==> src/rtl/systolic_pkg.sv <==
`default_nettype none
// ============================================================================
//  Module   : systolic_pkg
//  Brief    : Shared types and defaults for the systolic array blocks
//             (edge feeders and processing cells).
//  Revision : 1.0 - initial release
// ============================================================================
package systolic_pkg;

  // Default operand width used by feeders and cells.
  localparam int DEF_BIT_WIDTH = 8;

  // Feeder sequencing states.
  typedef enum logic [1:0] {
    ST_IDLE = 2'd0,
    ST_RUN  = 2'd1,
    ST_DONE = 2'd2
  } feeder_state_e;

  // A lane is delayed by its own index, so lane `lane` carries operand
  // (step - lane) while that difference lies inside the K-long tile row.
  function automatic bit lane_active(input int step, input int lane, input int k);
    return (step >= lane) && (step < lane + k);
  endfunction

endpackage
`default_nettype wire

==> src/rtl/systolic_feeder.sv <==
`default_nettype none
// ============================================================================
//  Module   : systolic_feeder
//  Brief    : Buffers an N x K operand tile and streams it skewed onto the
//             N edge lanes of a systolic array (lane i delayed i cycles).
//  Revision : 1.0 - initial release
// ============================================================================
module systolic_feeder
  import systolic_pkg::*;
#(
  parameter int BIT_WIDTH = DEF_BIT_WIDTH,
  parameter int N         = 4,
  parameter int K         = 4
) (
  input  logic                   clk,
  input  logic                   reset,
  input  logic                   wr_en,
  input  logic [$clog2(N)-1:0]   wr_lane,
  input  logic [$clog2(K)-1:0]   wr_idx,
  input  logic [BIT_WIDTH-1:0]   wr_data,
  input  logic                   start,
  output logic                   busy,
  output logic                   done,
  output logic [N-1:0]           en_out,
  output logic [N*BIT_WIDTH-1:0] data_out
);

  // Number of skewed steps needed to drain a whole tile.
  localparam int T      = K + N - 1;
  localparam int CNT_W  = $clog2(K + N);
  localparam int IDX_W  = (K > 1) ? $clog2(K) : 1;
  localparam logic [CNT_W-1:0] T_LAST = CNT_W'(T - 1);

  feeder_state_e          state_q, state_d;
  logic [CNT_W-1:0]       step_q, step_d;
  logic                   busy_q, busy_d;
  logic                   done_q, done_d;
  logic [N-1:0]           en_q, en_d;
  logic [N*BIT_WIDTH-1:0] data_q, data_d;

  logic [BIT_WIDTH-1:0]   tile_q [N][K];
  logic [BIT_WIDTH-1:0]   tile_d [N][K];

  // Tile buffer update: only idle writes land; start and reset both win.
  always_comb begin
    tile_d = tile_q;
    if (reset && wr_en && !start && (state_q == ST_IDLE)) begin
      tile_d[wr_lane][wr_idx] = wr_data;
    end
  end

  // Next-state, step counter and registered lane outputs for the next cycle.
  always_comb begin
    int                   rel;
    logic [IDX_W-1:0]     lane_idx;

    state_d  = state_q;
    step_d   = step_q;
    busy_d   = 1'b0;
    done_d   = 1'b0;
    en_d     = '0;
    data_d   = '0;
    rel      = 0;
    lane_idx = '0;

    case (state_q)
      ST_IDLE: begin
        if (start) begin
          state_d = ST_RUN;
          step_d  = '0;
          busy_d  = 1'b1;
        end
      end
      ST_RUN: begin
        if (step_q == T_LAST) begin
          // Last step already shown; hold the counter so it never wraps.
          state_d = ST_DONE;
          done_d  = 1'b1;
        end else begin
          step_d = step_q + 1'b1;
          busy_d = 1'b1;
        end
      end
      ST_DONE: begin
        state_d = ST_IDLE;
        step_d  = '0;
      end
      default: begin
        state_d = ST_IDLE;
        step_d  = '0;
      end
    endcase

    // Lane values are computed for the step that becomes visible next.
    if (busy_d) begin
      for (int i = 0; i < N; i++) begin
        rel = int'(step_d) - i;
        if (lane_active(int'(step_d), i, K)) begin
          lane_idx                          = IDX_W'(rel);
          en_d[i]                           = 1'b1;
          data_d[i*BIT_WIDTH +: BIT_WIDTH]  = tile_q[i][lane_idx];
        end
      end
    end
  end

  // Control and output registers; reset aborts any stream silently.
  always_ff @(posedge clk) begin
    if (!reset) begin
      state_q <= ST_IDLE;
      step_q  <= '0;
      busy_q  <= 1'b0;
      done_q  <= 1'b0;
      en_q    <= '0;
      data_q  <= '0;
    end else begin
      state_q <= state_d;
      step_q  <= step_d;
      busy_q  <= busy_d;
      done_q  <= done_d;
      en_q    <= en_d;
      data_q  <= data_d;
    end
  end

  // Tile storage deliberately has no reset so a tile survives an abort.
  always_ff @(posedge clk) begin
    tile_q <= tile_d;
  end

  assign busy     = busy_q;
  assign done     = done_q;
  assign en_out   = en_q;
  assign data_out = data_q;

endmodule
`default_nettype wire

==> config.mk <==
export PLATFORM = sky130hd
export DESIGN_NAME = systolic_feeder
export DESIGN_NICKNAME = d
export VERILOG_FILES = /design/src/rtl/systolic_pkg.sv /design/src/rtl/systolic_feeder.sv
export SDC_FILE = /design/constraint.sdc
export NUM_CORES = 1
export LEC_CHECK = 0
export CAP_MARGIN = 10
export CORE_MARGIN = 3
export CORE_UTILIZATION = 45
export CTS_CLUSTER_SIZE = 8
export DETAILED_ROUTE_END_ITERATION = 10
export MAX_ROUTING_LAYER = met4
export PLACE_DENSITY = 0.67
export SLEW_MARGIN = 20
export SYNTH_ARGS = -nofsm -noshare
export SYNTH_HDL_FRONTEND = slang
export SYNTH_SLANG_ARGS = --single-unit
==> constraint.sdc <==
create_clock -name clk -period 2.9 [get_ports clk]
set_clock_uncertainty 0.15 [all_clocks]
set_input_delay 0.58 -clock clk [delete_from_list [all_inputs] [get_ports clk]]
set_output_delay 0.58 -clock clk [all_outputs]
set_load 0.005 [all_outputs]
==> results of run 1 <==
[final cells by class]
| type | count | area share [%] |
|---|---|---|
| sequential | 171 | 61.69 |
| multi-input combinational | 122 | 17.62 |
| timing repair buffer | 81 | 10.04 |
| clock buffer | 23 | 6.136 |
| tap | 172 | 2.822 |
| clock inverter | 9 | 1.247 |
| inverter | 9 | 0.4430 |
[worst max-delay path: stages, from the launching register on]
cell and delay (ps):
dfxtp_1 380, inv_1 60, ha_1 230, and3b_1 200, o32ai_2 410, nand2_4 90, inv_2 90, buf_4 210
mux4_2 520, and2_1 160
[sequential cells by signal, summed over array words and instances, names as in the netlist]
signal    cells
busy          1
data_out     32
done          1
en_out        4
state_q       2
step_q        3
tile_q      128
[per-stage QoR]
stage | worst slack (ps) | power (µW) | TNS, ps | std cells
5_1_grt | 116.6 | 5283 | 0 | 587
4_1_cts | 268.0 | 5157 | 0 | 587
3_5_place_dp | -126.8 | 3029 | -1071 | 555
3_3_place_gp | -98.30 | 3022 | -776.0 | 555
2_1_floorplan | 33.99 | 2881 | 0 | 309
6_report | 301.4 | 5107 | 0 | 587
[how the worst max path moves through the flow]
stage / depth (start not counted) / from / slack [ps] / to
CTS: 9 / step_q[0] / 270 / data_out[11]
global placement: 8 / start / -100 / data_out[13]
detailed placement: 8 / start / -130 / data_out[10]
global route: 9 / step_q[0] / 120 / data_out[15]
finish: 9 / step_q[0] / 300 / data_out[11]
floorplan: 11 / step_q[0] / 30 / data_out[10]
[cell families (layout without fill, tap and decap cells)]
logic type | count (synthesis) | in the layout | synth area share, %
AND/OR/NAND/NOR | 78 | 78 | 7.396
buffers and inverters | 16 | 122 | 1.308
XOR/XNOR | 1 | 1 | 0.1430
AO/OA/AOI/OAI | 7 | 7 | 1.451
multiplexers | 32 | 32 | 12.07
adder cells (fa/ha/maj) | 4 | 4 | 0.8172
flip-flops | 171 | 171 | 76.81
[layout by cell type, fill, tap and decap left out, types with 2 or more instances in the layout]
cell type,netlist,layout
inv_1,7,7
nand2_1,5,5
clkinv_2,0,4
ha_1,4,4
and2_1,26,26
edfxtp_1,128,128
nand3_1,3,3
clkbuf_1,2,4
clkbuf_16,0,17
clkinv_1,0,2
mux4_2,27,27
nor2_1,15,15
dfxtp_1,43,43
nor2b_1,9,9
mux4_1,5,5
nand2b_1,4,4
clkdlybuf4s50_1,0,53
and4b_1,2,2
nor3_1,4,4
buf_4,1,26
bufinv_16,0,2
buf_12,0,2
inv_2,2,2
clkbuf_8,0,2
[where the power goes]
part | switching (µW) | internal [µW]
logic | 137 | 168
clock network | 836 | 1300
registers | 9.93 | 2660
[per-layer routing]
metal  up-vias  global-route usage, %  share of wire (%)
met4         0                  5.878                1.3
met3        12                  4.839                3.9
met1      1491                  20.71                 46
met5         -                      -                  0
li1       1385                      -                  -
met2        70                  25.11                 49
[synth_stat cells (2+ instances only)]
master,instances,area [µm²]
buf_6,2,22.52
mux4_1,5,131.4
inv_1,7,26.28
nor3_1,4,20.02
and4b_1,2,20.02
and2_1,26,162.7
ha_1,4,50.05
inv_2,2,7.510
nand2_1,5,18.77
clkbuf_1,2,7.510
nand2b_1,4,25.02
nor2_1,15,56.30
mux4_2,27,608.1
dfxtp_1,43,860.8
nand3_1,3,15.01
nor2b_1,9,56.30
edfxtp_1,128,3844
==> run_results.csv, run 1 <==
group,metric,value,unit
outcome,status,"finished clean",
cts,post_cts_buffers,0,
placement,dpl_cell_area,7063,µm²
cts,cts_root_buf,"clkbuf_16",
min_path,hold_end,"done",
timing,rsz0062_at_grt,"no",
synth,netlist_instances,309,
synth,synth_fp_nets,329,
critical_path,start_kind,"flip-flop",
min_path,hp-start,"step_q[2]",
global_routing,grt_start_max_net_pins,18,
die,core_area,12980,µm²
critical_path,crit_path_end_kind,"flip-flop",
run,maxCapViolCount,0,
route,initialDrtViolationCount,195,
synth,synth_ff_type,"edfxtp_1",
critical_path,crit_arrival,2770,ps
synth,synth_edf_count,128,
die,io_pins,54,
global_routing,grt_pass1_vias,3036,
min_path,hold_path.class,"flip-flop to flip-flop",
synth,synth-warning-count,0,
global_routing,antenna_found_initial,0,
layout,area.sequential,4705,µm²
die,initial_core_util,47.19,%
route,wl,10760,µm
layout,drive_gt1_share,22.41,%
layout,n_antenna_cell,0,
layout,final_util,58.76,%
timing,timing.final.crit_period,2599,ps
pwr,cellPowerDensity,669.7,nW/µm²
global_routing,grt_remaining_overflow,0,
critical_path,path_max_fanout,8,
cts,cts_resized,0,
route,vias,2958,
cts,clock_latency,420,ps
critical_path,criticalPathCategory,"flip-flop to flip-flop",
placement,dp_hpwl,6726,µm
route,antenna_left,0,
timing,hold_slack,448.1,ps
synth,synth.distinct_cells,38,
synth,ys_seq_elements,171,
cts,postCtsHoldBufs,0,
timing,clock.fmax,384.8,MHz
cts,clkTransAtPathRegs,60,ps
layout,multi_input_area,1344,µm²
route,drt_pass1_iterations,4,
die,row_count,41,
synth,synthesis.area,6125,µm²
synth,seq_area_frac_synth,76.81,%
placement,io_buffers,53,
cts,htreeDepth,4,
timing,fin_crit_sh,89.61,%
die,dieArea,15050,µm²
layout,n_fill_cell,947,
route,wl_per_cell,18.34,µm
placement,gp_congestion,0.7603,
critical_path,r2r_setup_slack,300,ps
critical_path,crit_required,3070,ps
cts,cts_tree,"done",
route,viasPerCell,5.039,
timing,relSlewSlack,56.11,%
layout,post-route-cell-area,7626,µm²
global_routing,grt_pass1_wl,16950,µm
die,die_h,122.7,µm
timing,worst_pin_slew,656.2,ps
timing,setup_viol,0,
synth,async_flop_share,0,%
pwr,peakVddDrop,611.2,µV
critical_path,rr_startpoint,"step_q[0]",
global_routing,grt_use_total,16.29,%
layout,area_growth,24.51,%
die,die_x,122.7,µm
cts,clock_path_buffers,2,
timing,hold_viol,0,
synth,avgSynthCellArea,19.82,µm²
cts,clkSinkCount,171,
cts,cts_inserted_buffers,17,
timing,drv_slew,0,
layout,nNetsFinal,422,
route,drc,0,
min_path,hold_depth,2,
critical_path,r2r_cells,9,
pwr,leakage,0.002597,µW
critical_path,reg2reg_to,"data_out[11]",
No activity file was read; power rests on OpenSTA's default activity.
==> run 2: changes to the inputs <==
Settings changed: CORE_UTILIZATION 45 to 42, PLACE_DENSITY 0.67 to unset, RECOVER_POWER set to 50.
==> run_results.csv, run 2 (synthesis gave the netlist of run 1 again) <==
group,metric,value,unit
timing,worst_pin_slew,721.5,ps
cts,cts_inserted_buffers,17,
critical_path,crit_required,2860,ps
critical_path,start_kind,"input port",
outcome,status,"finished clean",
route,wl,10680,µm
layout,n_antenna_cell,0,
route,drt_pass1_iterations,4,
critical_path,r2r_cells,9,
layout,final_cell_mix,"edfxtp_1, dfxtp_1, dlygate4sd3_1, mux4_2, and2_1",
run,maxCapViolCount,0,
layout,nNetsFinal,420,
min_path,hp-start,"step_q[2]",
die,dieArea,16070,µm²
min_path,hold_end,"done",
timing,fin_crit_sh,93.22,%
cts,clock_latency,420,ps
global_routing,grt_pass1_wl,16590,µm
global_routing,grt_start_max_net_pins,26,
global_routing,grt_pass1_vias,3068,
critical_path,reg2reg_to,"data_out[15]",
layout,largest_register_ff_count,128,
cts,cts_resized,0,
pwr,peakVddDrop,421.5,µV
cts,cts_root_buf,"clkbuf_16",
route,initialDrtViolationCount,133,
die,die_h,126.8,µm
layout,top_register,"tile_q",
layout,drive_gt1_share,21.55,%
critical_path,crit_path_end_kind,"flip-flop",
die,row_count,43,
cts,cts_tree,"done",
placement,pre_cts_ws,-160.0,ps
timing,relSlewSlack,51.74,%
placement,gp_congestion,0.7552,
critical_path,crit_arrival,2670,ps
placement,io_buffers,53,
timing,drv_slew,0,
timing,setup_viol,0,
pwr,leakage,0.002697,µW
critical_path,r2r_setup_slack,280,ps
die,initial_core_util,43.45,%
cts,clkTransAtPathRegs,60,ps
timing,worst_slack,196.5,ps
critical_path,critPathMaxStageDelay,580,ps
critical_path,path_max_fanout,8,
route,viasPerCell,4.961,
timing,clock.fmax,369.9,MHz
cts,post_cts_buffers,0,
layout,final_util,54.28,%
die,die_x,126.8,µm
critical_path,crit_chain,"clkdlybuf4s50_1 > clkbuf_1 > nor4_1 > buf_4 > nor2b_1 > nand2_1 > nor3_1 > buf_4",
critical_path,crit_top_cell,"buf_4",
layout,multi_input_area,1344,µm²
layout,n_fill_cell,1145,
timing,rsz0062_at_grt,"no",
layout,area.sequential,4705,µm²
timing,timing.final.crit_period,2703,ps
route,vias,2942,
pwr,cellPowerDensity,667.8,nW/µm²
cts,postCtsHoldBufs,0,
global_routing,antenna_found_initial,0,
layout,area_growth,24.92,%
critical_path,slowest_stage,"nor4_1",
route,drc,0,
cts,htreeDepth,4,
cts,clock_path_buffers,2,
route,wl_per_cell,18.01,µm
timing,hold_viol,0,
die,io_pins,54,
critical_path,criticalPathCategory,"input port to flip-flop",
cts,clkSinkCount,171,
die,core_area,14100,µm²
placement,dp_hpwl,6583,µm
global_routing,grt_remaining_overflow,0,
route,antenna_left,0,
min_path,hold_path.class,"flip-flop to flip-flop",
critical_path,rr_startpoint,"step_q[0]",
min_path,hold_depth,2,
layout,final_common_cell,"edfxtp_1",
global_routing,grt_use_total,14.45,%
==> run 2: final cells by class <==
class	count	area share [%]
sequential	171	61.49
clock buffer	25	6.639
inverter	9	0.4415
tap	180	2.944
timing repair buffer	79	10.09
multi-input combinational	122	17.56
clock inverter	7	0.8340
==> run 2: worst max path at each step <==
stage                     depth (start not counted)  startpoint      endpoint
after CTS                                         9   step_q[0]  data_out[15]
final                                             8       start   tile_q[116]
after detailed placement                          8       start   tile_q[116]
after global routing                              9   step_q[0]  data_out[15]
after global placement                            8       start   tile_q[124]
after floorplan                                  11   step_q[0]  data_out[10]
==> run 2: power by group <==
group	switching (µW)	total (µW)	internal [µW]
combinational	134	295	161
sequential	8.80	2660	2660
clock	849	2150	1300
==> run 2: through the flow <==
step,area (µm²),setup TNS [ps],hold slack [ps],power (µW),instances
floorplan,6126,0,378.6,2881,309
global placement,7083,-4741,429.4,3022,561
detailed placement,7083,-7578,439.1,3029,561
CTS,7655,0,440.4,5184,593
global route,7651,0,515.8,5298,593
finish,7651,0,448.2,5109,593
==> run 2: metal layers <==
layer	global-route usage [%]	routed length, µm	vias to the layer above
li1	-	-	1380
met4	5.489	168	0
met2	22.76	5404	64
met3	3.832	511	13
met1	18.10	4596	1485
met5	-	0	-
==> run 2: critical path: cells and delay by family <==
kind                   cells  cell delay [ps]
buffers and inverters      4             1010
AND/OR/NAND/NOR            4             1070
==> run 3: changes to the inputs <==
==> constraint.sdc (replaced) <==
create_clock -name clk -period 2.9 [get_ports clk]
set_clock_uncertainty 0.15 [all_clocks]
set_input_delay 0.435 -clock clk [delete_from_list [all_inputs] [get_ports clk]]
set_output_delay 0.435 -clock clk [all_outputs]
set_load 0.005 [all_outputs]
==> run_results.csv, run 3 (synthesis gave the netlist of run 1 again) <==
group,metric,value,unit
cts,cts_inserted_buffers,17,
critical_path,crit_start,"step_q[0]",
placement,dp_hpwl,6788,µm
route,vias,2935,
global_routing,grt_pass1_wl,17050,µm
timing,hold_slack,458.9,ps
cts,postCtsHoldBufs,0,
critical_path,critPathMaxStageDelay,390,ps
route,wl_per_cell,18.40,µm
critical_path,rr_startpoint,"step_q[0]",
cts,clkSinkCount,171,
timing,fin_crit_sh,92.02,%
layout,n_fill_cell,1123,
layout,fin_cells,593,
critical_path,crit_required,3060,ps
critical_path,criticalPathCategory,"flip-flop to flip-flop",
pwr,leakage,0.002709,µW
critical_path,crit_path_end_kind,"flip-flop",
layout,final_cell_mix,"edfxtp_1, dfxtp_1, dlygate4sd3_1, mux4_2, and2_1",
global_routing,grt_pass1_vias,3069,
layout,nNetsFinal,420,
timing,clock.fmax,374.7,MHz
timing,worst_pin_slew,670.4,ps
global_routing,grt_start_max_net_pins,20,
timing,relSlewSlack,55.16,%
layout,final_common_cell,"edfxtp_1",
global_routing,grt_remaining_overflow,0,
die,core_area,14100,µm²
critical_path,crit_top_cell,"ha_1",
cts,clock_latency,410,ps
die,dieArea,16070,µm²
outcome,status,"finished clean",
min_path,hold_path.class,"flip-flop to flip-flop",
timing,timing.final.crit_period,2669,ps
cts,clkTransAtPathRegs,60,ps
layout,top_register,"tile_q",
min_path,hp-start,"state_q[0]",
die,row_count,43,
route,drc,0,
cts,cts_root_buf,"clkbuf_16",
critical_path,r2r_setup_slack,230,ps
placement,dpl_cell_area,7046,µm²
route,viasPerCell,4.949,
cts,clock_path_buffers,2,
layout,largest_register_ff_count,128,
die,io_pins,54,
cts,post_cts_buffers,0,
layout,multi_input_area,1356,µm²
cts,cts_resized,0,
critical_path,slowest_stage,"dfxtp_1",
route,drt_pass1_iterations,4,
global_routing,grt_use_total,14.90,%
layout,area_growth,24.94,%
timing,hold_viol,0,
pwr,peakVddDrop,377.8,µV
placement,io_buffers,53,
layout,area.sequential,4705,µm²
die,die_h,126.8,µm
timing,tns,0,ps
pwr,power,5226,µW
layout,drive_gt1_share,21.79,%
die,initial_core_util,43.45,%
run,maxCapViolCount,0,
cts,cts_tree,"done",
timing,rsz0062_at_grt,"no",
pwr,cellPowerDensity,682.9,nW/µm²
die,die_x,126.8,µm
layout,n_antenna_cell,0,
route,antenna_left,0,
timing,drv_slew,0,
critical_path,crit_chain,"inv_1 > ha_1 > and3b_1 > o32ai_4 > nand2_4 > inv_2 > ha_1 > buf_4 > mux4_2 > and2_1",
placement,gp_congestion,0.7550,
critical_path,crit_arrival,2830,ps
timing,setup_viol,0,
critical_path,start_kind,"flip-flop",
route,wl,10910,µm
placement,dpl.cell_count,561,
critical_path,path_max_fanout,16,
cts,htreeDepth,4,
route,initialDrtViolationCount,133,
layout,post-route-cell-area,7652,µm²
global_routing,antenna_found_initial,0,
## run 3: power breakdown
group	total [µW]	switching, µW	internal [µW]
sequential	2660	9.47	2660
clock	2270	839	1430
combinational	288	135	153
## run 3: metal layers
metal / wire length [µm] / share of wire, % / global-route usage, %
met5: 0 / 0 / -
met4: 165 / 1.5 / 5.237
met3: 461 / 4.2 / 4.463
met2: 5438 / 50 / 23.60
met1: 4845 / 44 / 18.37
## run 3: worst paths after layout
| path | endpoint | cells past startpoint |
|---|---|---|
| min reg2reg | state_q[1] | 2 |
| min | state_q[1] | 2 |
| max reg2reg | data_out[9] | 10 |
| max | data_out[9] | 10 |
## run 3: stage by stage
stage / util [%] / worst slack, ps
finish: 54.29 / 231.3
global route: 54.29 / 53.79
CTS: 54.20 / 116.4
detailed placement: 49.98 / -54.18
global placement: 49.98 / -47.31
floorplan: - / 33.99
## run 3: critical path: cells and delay by family, from the launching register on
kind	cells	cell delay [ps]
compound gates	1	360
fa+ha+maj	2	490
buf+inv	3	410
flops	1	390
mux	1	290
simple gates	3	470
## run 3: final cells by class
| class | count | share of cell area [%] |
|---|---|---|
| Tap cell | 180 | 2.943 |
| Sequential cell | 171 | 61.48 |
| Multi-Input combinational cell | 122 | 17.72 |
| Timing Repair Buffer | 79 | 9.647 |
| Inverter | 9 | 0.4415 |
| Clock buffer | 23 | 5.854 |
| Clock inverter | 9 | 1.913 |
